[config.mk]
export PLATFORM = sky130hd
export DESIGN_NAME = round_sequencer_flat
export DESIGN_NICKNAME = d
export VERILOG_FILES = /design/src/rtl/round_sequencer_if.sv /design/src/rtl/round_sequencer.sv /design/src/flat_wrapper.sv
export SDC_FILE = /design/constraint.sdc
export NUM_CORES = 1
export LEC_CHECK = 0
export ABC_AREA = 1
export BUFFER_PORTS_ARGS = -buffer_cell sky130_fd_sc_hd__buf_2
export CAP_MARGIN = 20
export CORE_MARGIN = 2
export CORE_UTILIZATION = 51
export CTS_CLUSTER_SIZE = 14
export DETAILED_ROUTE_END_ITERATION = 10
export HOLD_SLACK_MARGIN = 0.12
export MAX_ROUTING_LAYER = met4
export PLACE_DENSITY = 0.84
export SLEW_MARGIN = 40
export SYNTH_ARGS = -nofsm -noshare
export SYNTH_HDL_FRONTEND = slang
export SYNTH_SLANG_ARGS = --single-unit
[constraint.sdc]
create_clock -name clk -period 1.52 [get_ports clk]
set_input_delay 0.304 -clock clk [delete_from_list [all_inputs] [get_ports clk]]
set_output_delay 0.304 -clock clk [all_outputs]
set_load 0.02 [all_outputs]
[src/rtl/round_sequencer_if.sv]
// Start/stall/abort request and step/round status bundle between the hash FSM and round_sequencer.
// ROUND_SEQ_STALL_CNT_EN adds the stall_cycles status field.
`timescale 1ns/1ps

interface round_sequencer_if #(
   parameter int SW = 3,
   parameter int RW = 6
);
   logic          start;
   logic          stall;
   logic          abort;
   logic          busy;
   logic [1:0]    phase;
   logic [SW-1:0] step_count;
   logic [RW-1:0] round_count;
   logic          last_step;
   logic          round_done;
   logic          rounds_done;
   logic          final_done;
`ifdef ROUND_SEQ_STALL_CNT_EN
   logic [15:0]   stall_cycles;
`endif

   // Hash FSM side: issues requests, observes progress.
   modport master (
      output start, stall, abort,
      input  busy, phase, step_count, round_count, last_step,
      input  round_done, rounds_done, final_done
`ifdef ROUND_SEQ_STALL_CNT_EN
      , input stall_cycles
`endif
   );

   modport slave (
      input  start, stall, abort,
      output busy, phase, step_count, round_count, last_step,
      output round_done, rounds_done, final_done
`ifdef ROUND_SEQ_STALL_CNT_EN
      , output stall_cycles
`endif
   );
endinterface

[src/rtl/round_sequencer.sv]
// Step/round tracker for the hash round datapath: IDLE -> ROUNDS -> FINAL with stall and abort.
// ROUND_SEQ_STALL_CNT_EN adds a saturating 16-bit count of stalled busy cycles.
`timescale 1ns/1ps

module round_sequencer #(
   parameter  int STEPS_PER_ROUND = 8,
   parameter  int NUM_ROUNDS      = 36,
   parameter  int FINAL_STEPS     = 8,
   localparam int MAX_STEPS       = (STEPS_PER_ROUND > FINAL_STEPS) ? STEPS_PER_ROUND : FINAL_STEPS,
   localparam int SW              = $clog2(MAX_STEPS),
   localparam int RW              = $clog2(NUM_ROUNDS)
) (
   input  logic              clk,
   input  logic              reset,
   round_sequencer_if.slave  seq
);

   typedef enum logic [1:0] {
      IDLE   = 2'd0,
      ROUNDS = 2'd1,
      FINAL  = 2'd2
   } state_t;

   localparam logic [SW-1:0] ROUND_STEP_LAST = SW'(STEPS_PER_ROUND - 1);
   localparam logic [SW-1:0] FINAL_STEP_LAST = SW'(FINAL_STEPS - 1);
   localparam logic [RW-1:0] ROUND_LAST      = RW'(NUM_ROUNDS - 1);

   state_t        state_q, state_d;
   logic [SW-1:0] step_q, step_d;
   logic [RW-1:0] round_q, round_d;
   logic          busy_q, busy_d;
   logic          round_done_q, round_done_d;
   logic          rounds_done_q, rounds_done_d;
   logic          final_done_q, final_done_d;
   logic          start_accept;

   // Abort outranks stall, and both outrank start, even in IDLE.
   always_comb begin
      // NOTE: every always_comb output gets a default first, so no path can infer a latch.
      state_d       = state_q;
      step_d        = step_q;
      round_d       = round_q;
      round_done_d  = 1'b0;
      rounds_done_d = 1'b0;
      final_done_d  = 1'b0;
      start_accept  = 1'b0;

      if (seq.abort) begin
         state_d = IDLE;
         step_d  = '0;
         round_d = '0;
      end else if (seq.stall) begin
         // Hold everything; any due done pulse waits for the next advancing cycle.
      end else begin
         unique case (state_q)
            IDLE: begin
               if (seq.start) begin
                  start_accept = 1'b1;
                  state_d      = ROUNDS;
                  step_d       = '0;
                  round_d      = '0;
               end
            end
            ROUNDS: begin
               if (step_q == ROUND_STEP_LAST) begin
                  step_d       = '0;
                  round_done_d = 1'b1;
                  if (round_q == ROUND_LAST) begin
                     state_d       = FINAL;
                     rounds_done_d = 1'b1;
                  end else begin
                     round_d = round_q + RW'(1);
                  end
               end else begin
                  step_d = step_q + SW'(1);
               end
            end
            FINAL: begin
               if (step_q == FINAL_STEP_LAST) begin
                  state_d      = IDLE;
                  step_d       = '0;
                  round_d      = '0;
                  final_done_d = 1'b1;
               end else begin
                  step_d = step_q + SW'(1);
               end
            end
            default: begin
               state_d = IDLE;
               step_d  = '0;
               round_d = '0;
            end
         endcase
      end

      busy_d = (state_d != IDLE);
   end

   // NOTE: sequential state uses non-blocking assignments so every register samples pre-edge values.
   always_ff @(posedge clk) begin
      if (reset) begin
         state_q       <= IDLE;
         step_q        <= '0;
         round_q       <= '0;
         busy_q        <= 1'b0;
         round_done_q  <= 1'b0;
         rounds_done_q <= 1'b0;
         final_done_q  <= 1'b0;
      end else begin
         state_q       <= state_d;
         step_q        <= step_d;
         round_q       <= round_d;
         busy_q        <= busy_d;
         round_done_q  <= round_done_d;
         rounds_done_q <= rounds_done_d;
         final_done_q  <= final_done_d;
      end
   end

`ifdef ROUND_SEQ_STALL_CNT_EN
   logic [15:0] stall_cnt_q;

   // Cleared when a sequence is accepted, frozen once it ends so software can read it afterwards.
   always_ff @(posedge clk) begin
      if (reset) begin
         stall_cnt_q <= '0;
      end else if (start_accept) begin
         stall_cnt_q <= '0;
      end else if (busy_q && seq.stall && !seq.abort && (stall_cnt_q != 16'hFFFF)) begin
         stall_cnt_q <= stall_cnt_q + 16'd1;
      end
   end

   assign seq.stall_cycles = stall_cnt_q;
`else
   logic unused_start_accept;
   assign unused_start_accept = start_accept;
`endif

   assign seq.phase       = state_q;
   assign seq.busy        = busy_q;
   assign seq.step_count  = step_q;
   assign seq.round_count = round_q;
   assign seq.round_done  = round_done_q;
   assign seq.rounds_done = rounds_done_q;
   assign seq.final_done  = final_done_q;

   // Decoded from registers only; IDLE never reports a last step.
   assign seq.last_step = ((state_q == ROUNDS) && (step_q == ROUND_STEP_LAST)) ||
                          ((state_q == FINAL)  && (step_q == FINAL_STEP_LAST));

endmodule

[src/flat_wrapper.sv]
// flat-port wrapper written by rule: the top's interface ports become plain ports
module round_sequencer_flat 
#(
   parameter  int STEPS_PER_ROUND = 8,
   parameter  int NUM_ROUNDS      = 36,
   parameter  int FINAL_STEPS     = 8,
   localparam int MAX_STEPS       = (STEPS_PER_ROUND > FINAL_STEPS) ? STEPS_PER_ROUND : FINAL_STEPS,
   localparam int SW              = $clog2(MAX_STEPS),
   localparam int RW              = $clog2(NUM_ROUNDS)
)
  (clk, reset, seq_start, seq_stall, seq_abort, seq_busy, seq_phase, seq_step_count, seq_round_count, seq_last_step, seq_round_done, seq_rounds_done, seq_final_done);
  round_sequencer_if #(.SW(3), .RW(6)) seq_i ();
  input  logic clk;
  input  logic reset;
  input wire logic [$bits(seq_i.start)-1:0] seq_start;
  input wire logic [$bits(seq_i.stall)-1:0] seq_stall;
  input wire logic [$bits(seq_i.abort)-1:0] seq_abort;
  output wire logic [$bits(seq_i.busy)-1:0] seq_busy;
  output wire logic [$bits(seq_i.phase)-1:0] seq_phase;
  output wire logic [$bits(seq_i.step_count)-1:0] seq_step_count;
  output wire logic [$bits(seq_i.round_count)-1:0] seq_round_count;
  output wire logic [$bits(seq_i.last_step)-1:0] seq_last_step;
  output wire logic [$bits(seq_i.round_done)-1:0] seq_round_done;
  output wire logic [$bits(seq_i.rounds_done)-1:0] seq_rounds_done;
  output wire logic [$bits(seq_i.final_done)-1:0] seq_final_done;
  assign seq_i.start = seq_start;
  assign seq_i.stall = seq_stall;
  assign seq_i.abort = seq_abort;
  assign seq_busy = seq_i.busy;
  assign seq_phase = seq_i.phase;
  assign seq_step_count = seq_i.step_count;
  assign seq_round_count = seq_i.round_count;
  assign seq_last_step = seq_i.last_step;
  assign seq_round_done = seq_i.round_done;
  assign seq_rounds_done = seq_i.rounds_done;
  assign seq_final_done = seq_i.final_done;
  round_sequencer #(.STEPS_PER_ROUND(STEPS_PER_ROUND), .NUM_ROUNDS(NUM_ROUNDS), .FINAL_STEPS(FINAL_STEPS)) u_core (.clk(clk), .reset(reset), .seq(seq_i));
endmodule
==> reports/qor.yml <==
worst_setup_path:
  arrival_ns: 1.23
  r2r_start: "u_core.seq.step_count[1]"
  timing.rr.end: "u_core.seq.round_count[4]"
  endpoint_kind: "output port"
  required_ns: 1.22
  cpMostUsedCell: "ha_4"
  cp_slowest_cell: "dfxtp_2"
  reg2reg_slack_ns: 0.07
  max_stage_delay_ns: 0.37
  path_cells: "ha_4, ha_4, inv_4, a21oi_2, buf_4"
  worst-path-max-fanout: 3
  worstSetupStartpointType: "flop"
  worst_r2r_path_depth: 8
  critPathKind: "flop to output port"
yosys:
  synth-compound-area-share_pct: 13.3
  synth_fa_ha_area_share_pct: 9.89
  ys_seq_area_share_pct: 33.9
  ys_seq_elements: 15
  ys_warn_count: 0
  yosysTopAreaCell: "dfxtp_1"
  yosys.area_share.xor_xnor_pct: 1.98
  synth_cell_types: 23
  synth_nets: 132
  synth_top_area_share_pct: 33.9
  syn-mean-instance-area_um2: 7.38
  synth-simple-area-share_pct: 33.3
  syn_inst: 120
  yosys-mux-area-fraction_pct: 0
  synth_top_family_by_area: "simple AND/OR/NAND/NOR gates"
  synth_area_um2: 886
  synth_area_leaders: "dfxtp_1 34%, nand2_1 11%, ha_1 9.9%, a21oi_1 6.2%, nor2_1 5.5%"
sta:
  maxSlewHeadroom_pct: 80.0
  fin_crit_sh_pct: 101
  max_freq_mhz: 654
  setup_violations: 1
  finalHoldWorstSlack_ns: 0.244
  worst_slack_ns: -0.00985
  slew_violations: 0
  skew_ns: 0.00142
  rsz0062_at_grt: "yes"
  post-route-min-period_ns: 1.53
  finalHoldViolCount: 0
  worstMarginPinSlew_ns: 0.300
global_routing:
  grt_max_degree: 10
  grt.total_usage_pct: 22.8
  grt_pass1_wl_mm: 3.28
  grt_overflow: 0
  antenna_found_initial: 0
  grt_pass1_vias: 793
finish:
  fin_util_pct: 69.7
  antenna_cells: 0
  layout_commonest_cell: "nand2_1"
  syn2layout_area_growth_pct: 31.5
  nets: 165
  drive_above_1_share_pct: 43.4
  final_cell_mix: "26 x nand2_1, 19 x buf_2, 12 x nor2_1, 11 x dfxtp_1"
detailed_routing:
  num_vias: 908
  routed_via_density: 5.37
  wl_mm: 2.13
  drc_errors: 0
  drt_first_pass_iters: 4
  wl_per_cell_um: 12.6
  ant_nets: 0
  drt_iter0_markers: 22
worst_hold_path:
  holdPathStages: 2
  hp-class: "input pin to flop"
  hold_end: "u_core.seq.final_done"
  worstHoldStart: "seq_stall"
place:
  gp_congestion: 0.855
  port_buffers: 20
  dpl.hpwl_mm: 1.34
clocking:
  clk_path_buf_depth: 2
  cts-buffers-inserted: 3
  cts.clk_slew.worst_paths_ns: 0.09
  clock-sinks: 15
  cts_root_buf: "clkbuf_4"
  cts_hold_buf: 0
  htreeDepth: 1
  tritoncts: "built"
  clk_latency_ns: 0.29
flow_run:
  drv_cap: 0
pwr:
  ir_drop_mv: 0.445
  p_per_area_nw_per_um2: 630
  static-leakage-power_uw: 0.000543
floorplan:
  start_util_pct: 53.0
  coreArea_um2: 1670
  io_pins: 21
  fp.dieH_um: 45.7
  rows: 15
  fp.dieW_um: 45.7
  dieArea_um2: 2090
status:
  violations: "setup timing"
  status: "complete, but fails checks"
-- report_power, final --
group / total (µW) / leakage (µW) / internal, µW / switching (µW)
Sequential: 402 / 0.000124 / 396 / 6.11
Clock: 240 / 0.0000177 / 98.1 / 142
Combinational: 92.0 / 0.000402 / 33.8 / 58.3
-- final cells by class --
| type | count | area (µm²) |
|---|---|---|
| clock buffers | 3 | 22.5 |
| clock inverters | 1 | 5.00 |
| fillers | 117 | 505 |
| inverters | 15 | 61.3 |
| multi-input cells | 89 | 574 |
| flip-flops and latches | 15 | 310 |
| well taps | 17 | 21.3 |
| repair buffers | 29 | 170 |
-- flip-flops by register name, summed over array words and instances (netlist names) --
name	count
u_core.seq.round_count	6
u_core.seq.step_count	3
u_core.seq.phase	2
u_core.seq.busy	1
u_core.seq.final_done	1
u_core.seq.round_done	1
u_core.seq.rounds_done	1
-- cell usage after synthesis --
master    count
nor3_1        1
nand2_2       2
ha_1          7
nand3_1       5
inv_2         6
o211ai_1      1
nand4_2       1
nand3_2       1
o21ai_1       5
a21oi_2       1
o21ai_0       1
nor2_2        4
dfxtp_1      15
nand4_1       2
a21oi_1      11
buf_6         1
nor2_1       13
xor2_1        2
nor2_4        3
o21ai_4       1
nor4_1        2
inv_1         9
nand2_1      26
-- critical path, delay by kind of cell, from the launching register on --
family                   cells  cell delay, ns
buffers and inverters        2            0.19
flip-flops                   1            0.37
AO/OA/AOI/OAI                1            0.09
adder cells (fa/ha/maj)      2            0.29
-- stage by stage --
step                setup WS (ns)  TNS (ns)  total power (µW)  area, µm²  cells
finish                   -0.00985  -0.00985               734       1160    169
global route              -0.0514    -0.116               760       1160    169
CTS                      0.000576         0               728       1130    167
detailed placement        -0.0383    -0.110               493       1020    159
global placement           0.0485         0               491       1020    159
floorplan                -0.00109  -0.00109               467        890    120
-- worst max-delay path by stage --
stage	slack (ns)	endpoint	start
after floorplan	-0.001	u_core.seq.round_count[1]	u_core.seq.phase[0]
after global placement	0.05	u_core.seq.round_count[1]	u_core.seq.phase[0]
after detailed placement	-0.04	u_core.seq.round_count[1]	u_core.seq.phase[0]
after CTS	0.0006	seq_last_step	u_core.seq.step_count[0]
after global routing	-0.05	seq_last_step	u_core.seq.step_count[1]
final	-0.01	seq_last_step	u_core.seq.step_count[1]
-- metal layers --
metal	global-route usage [%]	vias to the layer above	wire length, µm
li1	-	451	-
met1	28.0	415	948
met2	35.8	37	1020
met3	3.97	5	123
met4	11.2	0	37
met5	-	-	0
-- cell families after synthesis --
| logic type | Yosys count |
|---|---|
| and+or+nand+nor | 60 |
| AOI/OAI and AO/OA | 20 |
| buffers and inverters | 16 |
| DFF | 15 |
| adders and majority gates | 7 |
| xor gates and xnor gates | 2 |
-- timing repair --
action,in CTS,in global routing
gates resized for setup,16,6
setup endpoints to repair,6,7
hold endpoints to repair,0,0
gates cloned,0,0
pin swaps,0,3
setup buffers,4,2
Note: power is estimated with default switching activity, not from simulation.
